[config.mk]
export PLATFORM = sky130hd
export DESIGN_NAME = count_capture
export DESIGN_NICKNAME = d
export VERILOG_FILES = /design/src/rtl/count_capture_pkg.sv /design/src/rtl/cc_fifo.sv /design/src/rtl/count_capture.sv
export SDC_FILE = /design/constraint.sdc
export NUM_CORES = 1
export LEC_CHECK = 0
export BUFFER_PORTS_ARGS = -buffer_cell sky130_fd_sc_hd__buf_2
export CORE_AREA = 2 2 148 150
export DETAILED_ROUTE_END_ITERATION = 12
export DIE_AREA = 0 0 150 152
export PLACE_DENSITY = 0.79
export SYNTH_ARGS = -nofsm -noshare
export SYNTH_HDL_FRONTEND = slang
export SYNTH_SLANG_ARGS = --single-unit
[constraint.sdc]
create_clock -name clk -period 3.6 [get_ports clk]
set_input_delay 0.72 -clock clk [delete_from_list [all_inputs] [get_ports clk]]
set_output_delay 0.72 -clock clk [all_outputs]
set_load 0.01 [all_outputs]
[src/rtl/count_capture_pkg.sv]
// Shared types and default sizing for the count_capture time-stamp unit.
package count_capture_pkg;

    localparam int unsigned CC_WIDTH = 21;
    localparam int unsigned CC_DEPTH = 4;

    typedef enum logic [1:0] {
        IDLE,
        ARM,
        RUN
    } cc_state_e;

    typedef struct packed {
        logic [CC_WIDTH-1:0] stamp;
        logic [CC_WIDTH-1:0] period;
    } cc_entry_t;

endpackage

[src/rtl/cc_fifo.sv]
// Synchronous FIFO whose head is always entry 0 of a flop array, so the
// head output is registered and reads as zero after reset.
module cc_fifo import count_capture_pkg::*; #(
    parameter int unsigned DW    = 2 * CC_WIDTH,
    parameter int unsigned DEPTH = CC_DEPTH,
    localparam int unsigned AW   = $clog2(DEPTH),
    localparam int unsigned LW   = AW + 1
) (
    input  logic          clk,
    input  logic          reset,
    input  logic          push,
    input  logic [DW-1:0] din,
    input  logic          pop,
    output logic [DW-1:0] head,
    output logic [LW-1:0] level,
    output logic          full,
    output logic          empty
);

    logic [DW-1:0] mem [DEPTH];
    logic [LW-1:0] count_q;
    logic          do_pop;
    logic          do_push;
    logic [AW-1:0] wr_idx;

    assign empty   = (count_q == '0);
    assign full    = (count_q == LW'(DEPTH));
    assign do_pop  = pop && !empty;
    assign do_push = push && (!full || do_pop);
    // When popping, the shift frees one slot below the current fill point.
    assign wr_idx  = do_pop ? AW'(count_q - LW'(1)) : AW'(count_q);

    always_ff @(posedge clk or negedge reset) begin
        if (!reset) begin
            count_q <= '0;
            for (int unsigned i = 0; i < DEPTH; i++) begin
                mem[i] <= '0;
            end
        end else begin
            if (do_pop) begin
                for (int unsigned i = 0; i < DEPTH - 1; i++) begin
                    mem[i] <= mem[i+1];
                end
            end
            if (do_push) begin
                mem[wr_idx] <= din;
            end
            if (do_push && !do_pop) begin
                count_q <= count_q + LW'(1);
            end else if (do_pop && !do_push) begin
                count_q <= count_q - LW'(1);
            end
        end
    end

    assign head  = mem[0];
    assign level = count_q;

endmodule

[src/rtl/count_capture.sv]
// Captures the upstream counter on each rising edge of an asynchronous event
// and queues {stamp, period since previous event} pairs for a consumer.
module count_capture import count_capture_pkg::*; #(
    parameter int unsigned WIDTH       = CC_WIDTH,
    parameter int unsigned DEPTH       = CC_DEPTH,
    parameter int unsigned SYNC_STAGES = 2
) (
    input  logic                     clk,
    input  logic                     reset,
    input  logic [WIDTH-1:0]         count_in,
    input  logic                     enable,
    input  logic                     event_in,
    output logic                     out_valid,
    input  logic                     out_ready,
    output logic [WIDTH-1:0]         out_stamp,
    output logic [WIDTH-1:0]         out_period,
    output logic                     overflow,
    input  logic                     clear_ovf,
    output logic [$clog2(DEPTH):0]   level
);

    logic [SYNC_STAGES-1:0] sync_q;
    logic                   edge_q;
    logic                   cap;
    cc_state_e              state_q;
    cc_state_e              state_d;
    logic [WIDTH-1:0]       prev_stamp;
    logic [WIDTH-1:0]       period;
    logic                   push;
    logic                   load_prev;
    logic                   pop;
    logic                   drop;
    logic                   full;
    logic                   empty;
    logic [2*WIDTH-1:0]     head;

    always_ff @(posedge clk or negedge reset) begin
        if (!reset) begin
            sync_q <= '0;
            edge_q <= 1'b0;
        end else begin
            sync_q <= {sync_q[SYNC_STAGES-2:0], event_in};
            edge_q <= sync_q[SYNC_STAGES-1];
        end
    end

    assign cap = sync_q[SYNC_STAGES-1] & ~edge_q;

    always_comb begin
        state_d   = state_q;
        push      = 1'b0;
        load_prev = 1'b0;
        case (state_q)
            IDLE: if (enable) state_d = ARM;
            ARM: begin
                if (!enable) begin
                    state_d = IDLE;
                end else if (cap) begin
                    state_d   = RUN;
                    load_prev = 1'b1;
                end
            end
            RUN: begin
                if (!enable) begin
                    state_d = IDLE;
                end else if (cap) begin
                    push      = 1'b1;
                    load_prev = 1'b1;
                end
            end
            default: state_d = IDLE;
        endcase
    end

    always_ff @(posedge clk or negedge reset) begin
        if (!reset) begin
            state_q    <= IDLE;
            prev_stamp <= '0;
            overflow   <= 1'b0;
        end else begin
            state_q <= state_d;
            // Updated even when the push is dropped, so periods stay contiguous.
            if (load_prev) prev_stamp <= count_in;
            if (drop) begin
                overflow <= 1'b1;
            end else if (clear_ovf) begin
                overflow <= 1'b0;
            end
        end
    end

    assign period    = count_in - prev_stamp;
    assign out_valid = !empty;
    assign pop       = out_valid && out_ready;
    assign drop      = push && full && !pop;

    cc_fifo #(
        .DW    (2 * WIDTH),
        .DEPTH (DEPTH)
    ) u_fifo (
        .clk   (clk),
        .reset (reset),
        .push  (push),
        .din   ({count_in, period}),
        .pop   (pop),
        .head  (head),
        .level (level),
        .full  (full),
        .empty (empty)
    );

    assign {out_stamp, out_period} = head;

endmodule

# == Yosys cells after proc, flatten, opt, wreduce, memory -nomap -nowiden ==
# Index checks and enable logic that the tools add are counted.
# word_totals
reg_bits,198
inputBits,27
out_inout_bits,47
wordCells,63
# op_classes
add_sub_neg,3
n_lt_le_gt_ge,2
n_eq_ne,6
mux,19
n_bitwise,3
n_reduce_logical,20
# ops
cell,count
$bwmux 168,1
$mux 168,1
$mux 126,1
$demux 42 s2,1
$mux 42,1
$sub 21x21->21,1
$mux 2,5
$logic_and 1x1->1,8
$mux 1,6
$mux 3,2
$pmux 2 s3,1
$logic_not 1->1,5
$ne 2x2->1 const B,2
$reduce_bool 2->1,2
$add 3x1->3 const B,1
$eq 3x3->1 const B,1
$ge 3x3->1 const B,1
$logic_not 3->1,1
$lt 3x1->1 const B,1
$ne 3x3->1 const B,1
$not 2->3,1
$reduce_and 3->1,1
$sub 3x1->3 const B,1
$eq 2x1->1 const B,1
6 further kinds,6

# == Longest topological paths before layout ==
# Gate-level depths: netlist (run 1).
# logic_depth
word_depth,12
mapped_depth,12
mapped_depth_nobuf,9

# == Cells and area by module ==
# Synthesis (run 1) repeated with hierarchy kept, for this count alone.
# hier_totals
hier_cells,906
hier_area_um2,9883.2
# modules_own_cells
mod,instances,cells_each,area_per_inst_um2,seq_area_each_um2
cc_fifo,1,644,7552.2,4279.1
count_capture,1,262,2331.0,675.6

# == Least setup slack after synthesis (run 1) ==
# OpenSTA, ideal clock, no wires.
# synth_path
path_kind,input-to-reg
start,in count_in[0]
end,reg with a tool-made name
setup_ns,0.095
t_arrival_ns,2.652
required_ns,3.505
setup_slack_ns,0.853
cell_stages,9
path_buffers,0
path_cell_list,inv_1 > ha_1 > fa_1 > nand2b_1 > a21oi_1 > o21ai_1 > a211oi_1 > nor3_1 > o31ai_1
# synth_rtl
item,line_no,text
start: declaration,count_capture.sv:10,"input logic [WIDTH-1:0] count_in,"

# == Worst setup path after layout (run 1) ==
# layout_path
start,reg u_fifo.count_q[0] (netlist: u_fifo.level[0])
end,out out_valid
# layout_via
elab_chain_cells,2
# layout_rtl
item,line_no,text
start: declaration,cc_fifo.sv:21,logic [LW-1:0] count_q;
start signal: assignment,cc_fifo.sv:49,count_q <= count_q + LW'(1);
start signal: assignment,cc_fifo.sv:51,count_q <= count_q - LW'(1);
$logic_not 3->1,cc_fifo.sv:26,assign empty = (count_q == '0);
$logic_not 1->1,count_capture.sv:93,assign out_valid = !empty;
end: declaration,count_capture.sv:13,"output logic out_valid,"
# No other way between the ends.

==> results.yml, run 1 <==
placement:
  io_buffers: 73
  detailedPlacementHpwl_um: 14460
  placed_cell_area_um2: 10690
  pre_cts_slack_ps: 383.7
  routabilityCongestion: 0.8933
clock_tree:
  cts_hold_buf: 0
  cts_tree: "built"
  clockBufferDepth: 2
  postCtsResizedCells: 0
  cts.clk_slew.worst_paths_ps: 70
  worst_skew_pair.late_latency_ps: 450
  cts_sinks: 198
  htree_levels: 4
  cts_setup_buffers: 0
  cts_root_buf: "clkbuf_16"
  cts_buffers: 17
pwr:
  p_per_area_nw_per_um2: 813.2
  irDropWorstVdd_v: 0.0004322
  p_leak_uw: 0.005607
critical_path:
  cpMostUsedCell: "inv_1"
  cp_top_family: "buffers and inverters"
  critPathMaxStageDelay_ps: 510
  crit_type: "reg -> out"
  startpoint_type: "flip-flop"
  cp.required_ps: 2880
  path_cells: "inv_1, ha_1, and2b_1, inv_1, buf_4, buf_2"
  ff2ff_setup_slack_ps: 710
  cp.arrival_ps: 2490
  cp_num_buf_inv: 4
  worstPathMaxFanout: 52
  slowest_stage: "dfrtp_1"
  cp-end-kind: "primary output"
run_status:
  status: "completed"
routing:
  wl_per_cell_um: 16.42
  drt_pass1_iterations: 5
  vias: 7527
  drt_iter0_markers: 435
  ant_nets: 0
  drcViolationCount: 0
  viasPerCell: 5.668
  wl_um: 21810
timing:
  period_needed_ps: 3210
  setup_slack_ps: 389.9
  post-route-period-util: 0.8917
  clock_skew_ps: 11.30
  slew_headroom: 0.4430
  finalSetupTns_ps: 0
  drv_slew: 0
  worst-slew-pin-transition_ps: 835.5
  setup_viol: 0
  rsz0062_at_grt: "no"
  fmax_mhz: 311.5
  timing_hold_violations_final: 0
global_routing:
  grt.total_usage: 0.1972
  grt_antenna_before_repair: 0
  grt_max_degree: 99
  grt_pass1_wl_um: 36510
  grt-ovfl-total: 0
  first_global_vias: 7223
finish:
  nets: 1090
  area_growth_pct: 8.655
  diodes: 0
  final_util: 0.5305
  layout-drive-gt1-share: 0.1727
  design_area_um2: 11330
yosys:
  ys_top_cells_by_area: "dfrtp_1 48%, mux2i_1 7.5%, mux2_2 5.0%"
  ys_ff_latch: 198
  yosysTopAreaCell: "dfrtp_1"
  async_reset_ff_frac: 1.000
  synthTopCellsByCount: "198 x dfrtp_1, 132 x nand2_1, 96 x o21ai_0, 78 x mux2i_1, 69 x a21oi_1"
  yosysTopAreaCellShare: 0.4753
  yosysSeqAreaShare: 0.4753
  synth.cell_area_um2: 10420
  synth_edf_count: 0
  synth_cells: 1036
  synthDistinctLibCells: 57
  yosys_warnings: 0
  ys.flop_type: "dfrtp_1"
  syn-num-nets: 1091
  avgSynthCellArea_um2: 10.06
  synth_most_common_cell: "dfrtp_1"
floorplan:
  coreArea_um2: 21350
  rows: 54
  die_area_um2: 22800
  die_x_um: 150
  die_h_um: 152
  start_util: 0.4882
  io_pins: 74
min_path:
  holdCritPathClass: "in -> async"
flow_run:
  maxCapViolations: 0
routing by layer:
layer  GRT usage  routed length (um)  up-vias
met1      0.2861               10380     3669
li1            -                   -     3640
met3     0.03784                 981       25
met2      0.3042               10150      193
met5           0                   0        -
met4     0.05256                 300        0
cell families (layout without fill, tap and decap cells):
logic type	Yosys count	in the layout	share of synthesized area
xor gates and xnor gates	18	18	0.01512
muxes	124	124	0.1246
AOI/OAI and AO/OA	273	273	0.1596
adders and majority gates	28	28	0.03433
DFF	198	198	0.4753
and+or+nand+nor	254	254	0.1156
buffers and inverters	141	153	0.07538
cell usage in the layout (no fill, tap or decap), drive strengths merged, types with 8 or more instances in the layout:
master	Yosys	final
dfrtp	198	198
nand2	132	132
o21ai	99	99
buf	78	89
mux2i	78	78
a21oi	71	71
a211oi	52	52
and3	52	52
mux2	46	46
inv	31	38
ha	27	27
nor2	21	21
clkbuf	32	19
nand3	11	11
o21a	11	11
xnor2	10	10
o31ai	9	9
xor2	8	8
layout make-up:
cell class              count  area [um2]
repair buffers             90       551.8
clock inverters            14       209.0
clock buffers              18       429.2
flip-flops and latches    198        4955
multi-input cells         697        4715
inverters                  31       116.4
well taps                 280       350.3
fillers                  1896       10020
per-stage QoR:
step / power (uW) / hold WS [ps] / instances
6_report: 9210 / 341.1 / 1328
5_1_grt: 9839 / 364.9 / 1328
4_1_cts: 9229 / 353.4 / 1328
3_5_place_dp: 7154 / 336.2 / 1296
3_3_place_gp: 6985 / 336.9 / 1296
2_1_floorplan: 6391 / 331.2 / 1036
report_power, final:
| part | leakage, uW | internal [uW] | switching (uW) | total [uW] |
|---|---|---|---|---|
| registers | 0.00268 | 3130 | 505 | 3630 |
| logic | 0.00262 | 1440 | 2090 | 3530 |
| clock network | 0.000311 | 1130 | 914 | 2050 |
| total | 0.00561 | 5700 | 3510 | 9210 |
path summary, 6_finish.rpt:
path / startpoint / end / depth (start not counted)
setup / recovery: u_fifo.level[0] / out_valid / 6
hold / removal: reset / asynchronous set/reset pin / 1
setup reg to reg: u_fifo.level[0] / u_fifo.head[0] / 9
hold reg to reg: sync_q[0] / sync_q[1] / 0
max in group asynchronous: reset / prev_stamp[6] / 2
min in group clk: sync_q[0] / sync_q[1] / 0
No activity file was read; power rests on OpenSTA's default activity.
==> run 2: changes to the inputs <==
- ABC_AREA: unset -> 1
- CORE_AREA: 2 2 148 150 -> 2 2 149 151
- CTS_BUF_LIST: unset -> sky130_fd_sc_hd__clkbuf_8
- DIE_AREA: 0 0 150 152 -> 0 0 151 153
==> run 2 against run 1 <==
Compared with the run above: clock power is 29% lower; first-iteration DRC count up 69%; power decreased by 9.3%; hold slack worse by 91 ps; maximum frequency increased by 5.4%; non-clock buffer count stayed put; flip-flop and latch count is the same; sequential share of layout area increased by 0.48 points; critical path depth fell by 1; final area down 1.1%.
==> results.yml, run 2 <==
run_status:
  status: "completed"
critical_path:
  path_cells: "inv_1, ha_1, nand2_2, buf_4, buf_2"
  slowest_stage: "buf_4"
  cp-end-kind: "primary output"
  crit_type: "reg -> out"
  critPathMaxStageDelay_ps: 600
  worstPathMaxFanout: 73
  cp.arrival_ps: 2320
  cp_num_buf_inv: 3
  cp_top_family: "buffers and inverters"
  cp.required_ps: 2880
  startpoint_type: "flip-flop"
global_routing:
  grt_max_degree: 99
  first_global_vias: 8562
  grt-ovfl-total: 0
  grt_antenna_before_repair: 1
  grt.total_usage: 0.2246
  grt_pass1_wl_um: 42120
routing:
  drcViolationCount: 0
  vias: 8612
  wl_per_cell_um: 15.28
  ant_nets: 0
  drt_iter0_markers: 733
  wl_um: 24380
  viasPerCell: 5.399
  drt_pass1_iterations: 6
floorplan:
  coreArea_um2: 21490
  start_util: 0.4902
  io_pins: 74
  die_x_um: 151
  die_area_um2: 23100
  rows: 54
  die_h_um: 153
clock_tree:
  cts_sinks: 198
  cts_hold_buf: 0
  cts_tree: "built"
  cts_root_buf: "clkbuf_8"
  clockBufferDepth: 2
  cts.clk_slew.worst_paths_ps: 110
  worst_skew_pair.late_latency_ps: 490
  htree_levels: 4
  cts_setup_buffers: 0
  cts_buffers: 17
  postCtsResizedCells: 0
timing:
  rsz0062_at_grt: "no"
  period_needed_ps: 3044
  setup_viol: 0
  clock_skew_ps: 15.09
  fmax_mhz: 328.5
  post-route-period-util: 0.8456
  slew_headroom: 0.4422
  timing_hold_violations_final: 0
  finalSetupTns_ps: 0
  worst-slew-pin-transition_ps: 836.8
  drv_slew: 0
finish:
  final_common_cell: "nand2_1"
  layout-drive-gt1-share: 0.1423
  area_growth_pct: 6.368
  nets: 1356
  regArea_um2: 4955
  num-fill-cells: 2004
  multi_input_area_um2: 4574
  most-common-layout-cells: "379 x nand2_1, 198 x dfrtp_1, 137 x nand3_1"
  fin_cells: 1595
  design_area_um2: 11200
yosys:
  yosysTopAreaCell: "dfrtp_1"
  synthDistinctLibCells: 29
  ys_top_cells_by_area: "dfrtp_1 47%, nand2_1 14%, nand3_1 6.5%"
  synthTopCellsByCount: "380 x nand2_1, 198 x dfrtp_1, 137 x nand3_1, 101 x inv_1, 99 x nor2_1"
  synth_most_common_cell: "nand2_1"
  ys_ff_latch: 198
  synth.cell_area_um2: 10530
  syn-num-nets: 1355
  yosysTopAreaCellShare: 0.4705
  async_reset_ff_frac: 1.000
  avgSynthCellArea_um2: 8.101
  yosys_warnings: 0
  yosysSeqAreaShare: 0.4705
  ys.flop_type: "dfrtp_1"
  synth_cells: 1300
  synth_edf_count: 0
pwr:
  p_switching_uw: 3430
  switching_share: 0.4107
  irDropWorstVdd_v: 0.0003212
  seqPwrFrac: 0.416
  pwr-share-comb: 0.409
  p_per_area_nw_per_um2: 745.4
  internal-power_uw: 4920
  power_frac_clock: 0.175
  p_leak_uw: 0.005826
placement:
  detailedPlacementHpwl_um: 16450
  routabilityCongestion: 0.9637
  io_buffers: 73
  placed_cell_area_um2: 10800
  dp.cells: 1562
flow_run:
  maxCapViolations: 0
min_path:
  holdCritPathClass: "in -> async"
run 2: changes by cell type after synthesis, sizes merged, moves of 29 or more:
cell    before  now
o21ai       99   70
and3        52    0
inv         31  105
nand2      132  386
a31oi        6   72
a211oi      52    0
nand3       11  137
mux2i       78    0
nor2        21  101
a21oi       71   12
run 2: power groups by stage:
stage | combinational, uW | clock, uW | sequential (uW)
after CTS | 3410 | 1490 | 3470
after global routing | 3880 | 1580 | 3580
after detailed placement | 3390 | 0 | 3510
final | 3410 | 1460 | 3480
after global placement | 3310 | 0 | 3480
after floorplan | 2760 | 0 | 3380
run 2: path summary, 6_finish.rpt:
check	startpoint	to	slack [ps]	depth (start not counted)
max	u_fifo.level[0]	out_valid	560	5
min	reset	u_fifo.mem[108]	250	1
max reg2reg	u_fifo.level[0]	u_fifo.level[2]	1080	10
min reg2reg	sync_q[0]	sync_q[1]	360	0
max in group asynchronous	reset	u_fifo.mem[51]	2430	2
min in group clk	event_in	sync_q[0]	330	1
run 2: metrics by stage:
step	utilization	power [uW]	setup WS, ps	hold WS, ps
finish	0.5214	8350	555.7	249.9
floorplan	-	6146	1304	331.2
CTS	0.5213	8365	534.4	307.9
global route	0.5213	9041	404.0	311.8
detailed placement	0.5027	6898	932.0	335.5
global placement	0.5027	6790	969.7	335.8
run 2: metal layers:
layer  up-vias  GRT usage  routed length [um]
met5         -          0                   0
li1       4196          -                   -
met4         0    0.06587                 393
met3        33    0.03522                1261
met1      4149     0.3129               11220
met2       234     0.3636               11500
run 2: final cells by class:
type | count | share of cell area
flip-flops and latches | 198 | 0.4423
multi-input cells | 889 | 0.4084
well taps | 280 | 0.03127
clock inverters | 13 | 0.01229
inverters | 105 | 0.03518
diodes | 1 | 0.0002234
clock buffers | 19 | 0.02334
repair buffers | 90 | 0.04702
run 2: cells by family (layout without fill, tap and decap cells):
| logic type | after synthesis | in the layout | share of synthesized area |
|---|---|---|---|
| compound gates | 158 | 158 | 0.08483 |
| mux | 50 | 50 | 0.05346 |
| flops | 198 | 198 | 0.4705 |
| xor+xnor | 13 | 13 | 0.01081 |
| other cells | 0 | 1 | 0 |
| simple gates | 640 | 640 | 0.2506 |
| fa+ha+maj | 28 | 28 | 0.03398 |
| buf+inv | 213 | 227 | 0.09588 |
==> run 3: changes to the inputs <==
- ABC_AREA: 1 -> 0
- CORE_AREA: 2 2 149 151 -> 2 2 148 150
- DIE_AREA: 0 0 151 153 -> 0 0 150 152
- clock period: 3.6 -> 3.1 ns (I/O delays scaled with it)
==> run 3 against run 2 <==
Compared with the run above: first-iteration DRC count is 40% lower; non-clock buffer count is 8 higher; clock skew is 1.7 ps lower; sequential share of layout area is 0.11 points higher; hold slack worse by 140 ps; register-to-register slack worse by 770 ps.
==> results.yml, run 3 (synthesis gave the netlist of run 1 again) <==
floorplan:
  io_pins: 74
  die_x_um: 150
  die_h_um: 152
  coreArea_um2: 21350
  start_util: 0.4882
  die_area_um2: 22800
  rows: 54
timing:
  finalSetupTns_ps: 0
  worst-slew-pin-transition_ps: 705.1
  slew_headroom: 0.5259
  timing_hold_violations_final: 0
  rsz0062_at_grt: "no"
  fmax_mhz: 344.0
  drv_slew: 0
  post-route-period-util: 0.9377
  setup_viol: 0
  setup_slack_ps: 193.1
  period_needed_ps: 2907
  whs_ps: 111.4
  clock_skew_ps: 13.36
finish:
  diodes: 0
  final_util: 0.5234
  final_common_cell: "dfrtp_1"
  most-common-layout-cells: "198 x dfrtp_1, 131 x nand2_1, 96 x o21ai_0"
  design_area_um2: 11170
  layout-drive-gt1-share: 0.1761
  nets: 1098
  num-fill-cells: 1944
  area_growth_pct: 7.202
critical_path:
  startpoint_type: "flip-flop"
  path_cells: "inv_1, ha_1, and2b_1, inv_1, buf_12, buf_2"
  cp.arrival_ps: 2290
  cp.required_ps: 2480
  cp-end-kind: "primary output"
  worstPathMaxFanout: 52
  critPathMaxStageDelay_ps: 510
  crit_type: "reg -> out"
  cpMostUsedCell: "inv_1"
  ff2ff_setup_slack_ps: 310
  slowest_stage: "dfrtp_1"
routing:
  drt_pass1_iterations: 4
  wl_per_cell_um: 16.32
  viasPerCell: 5.650
  drt_iter0_markers: 439
  vias: 7548
  ant_nets: 0
  wl_um: 21800
  drcViolationCount: 0
min_path:
  holdCritPathClass: "in -> async"
pwr:
  internal-power_uw: 6138
  power_frac_clock: 0.164
  seqPwrFrac: 0.416
  switching_share: 0.3916
  pwr-share-comb: 0.419
  p_switching_uw: 3951
  p_per_area_nw_per_um2: 902.8
  irDropWorstVdd_v: 0.0004722
  p_leak_uw: 0.005563
global_routing:
  grt_pass1_wl_um: 36840
  first_global_vias: 7331
  grt.total_usage: 0.1984
  grt_max_degree: 66
  grt_antenna_before_repair: 0
  grt-ovfl-total: 0
clock_tree:
  htree_levels: 4
  cts_tree: "built"
  cts_sinks: 198
  cts_root_buf: "clkbuf_8"
  worst_skew_pair.late_latency_ps: 480
  clockBufferDepth: 2
  cts_setup_buffers: 0
  cts_hold_buf: 0
  cts.clk_slew.worst_paths_ps: 100
  cts_buffers: 17
run_status:
  status: "completed"
placement:
  detailedPlacementHpwl_um: 14750
  placed_cell_area_um2: 10770
  routabilityCongestion: 0.9010
  io_buffers: 73
  pre_cts_slack_ps: 164.8
flow_run:
  maxCapViolations: 0
==> run 3: cell count changes in the layout (fill, tap and decap cells not counted), moves of 7 or more <==
| cell | before | now |
|---|---|---|
| a211oi_1 | 0 | 52 |
| a21oi_1 | 12 | 69 |
| a31oi_1 | 72 | 6 |
| and3_1 | 0 | 52 |
| inv_1 | 101 | 35 |
| mux2i_1 | 0 | 78 |
| nand2_1 | 379 | 131 |
| nand2b_1 | 0 | 7 |
| nand3_1 | 137 | 11 |
| nor2_1 | 99 | 21 |
| o21a_1 | 0 | 10 |
| o21ai_0 | 62 | 96 |
| o31ai_1 | 0 | 9 |
==> run 3: final cells by class <==
cell class              count  area [um2]  share of cell area
repair buffers             98       649.4             0.05811
multi-input cells         697        4715              0.4219
flip-flops and latches    198        4955              0.4434
well taps                 280       350.3             0.03135
inverters                  31       116.4             0.01041
clock buffers              17       234.0             0.02094
clock inverters            15       155.1             0.01388
==> run 3: worst paths after layout <==
check,start,to,cells after the start
max,u_fifo.level[0],out_valid,6
max in group asynchronous,reset,u_fifo.mem[108],2
min,reset,u_fifo.mem[87],1
min in group clk,event_in,sync_q[0],1
min reg2reg,sync_q[0],sync_q[1],0
max reg2reg,u_fifo.level[0],u_fifo.head[12],9
==> run 3: repair_timing <==
item / 4_1_cts / 5_1_grt
pin swaps: 0 / 0
setup endpoints to repair: 1 / 1
resized for setup: 1 / 3
==> run 3: worst max-delay path: cells and delay by family, from the launching register on <==
| kind | cells | cell delay (ps) |
|---|---|---|
| AND/OR/NAND/NOR | 1 | 210 |
| adder cells (fa/ha/maj) | 1 | 240 |
| flip-flops | 1 | 510 |
| buffers and inverters | 4 | 810 |
==> run 3: power by group through the flow <==
stage                     Combinational [uW]  Sequential, uW  Clock (uW)
after floorplan                         3350            4080           0
after global placement                  4050            4200           0
after detailed placement                4190            4240           0
after CTS                               4210            4200        1690
after global routing                    4710            4330        1820
final                                   4230            4200        1660
==> run 3: through the flow <==
step                total power, uW  std cells
finish                        10090       1336
global route                  10860       1336
CTS                           10100       1336
detailed placement             8431       1304
global placement               8250       1304
floorplan                      7421       1036
==> run 3: per-layer routing <==
metal,global-route usage,share of wire,up-vias
li1,-,-,3651
met1,0.2930,0.48,3700
met2,0.3001,0.46,166
met3,0.03604,0.043,31
met4,0.05660,0.016,0
met5,0,0,-
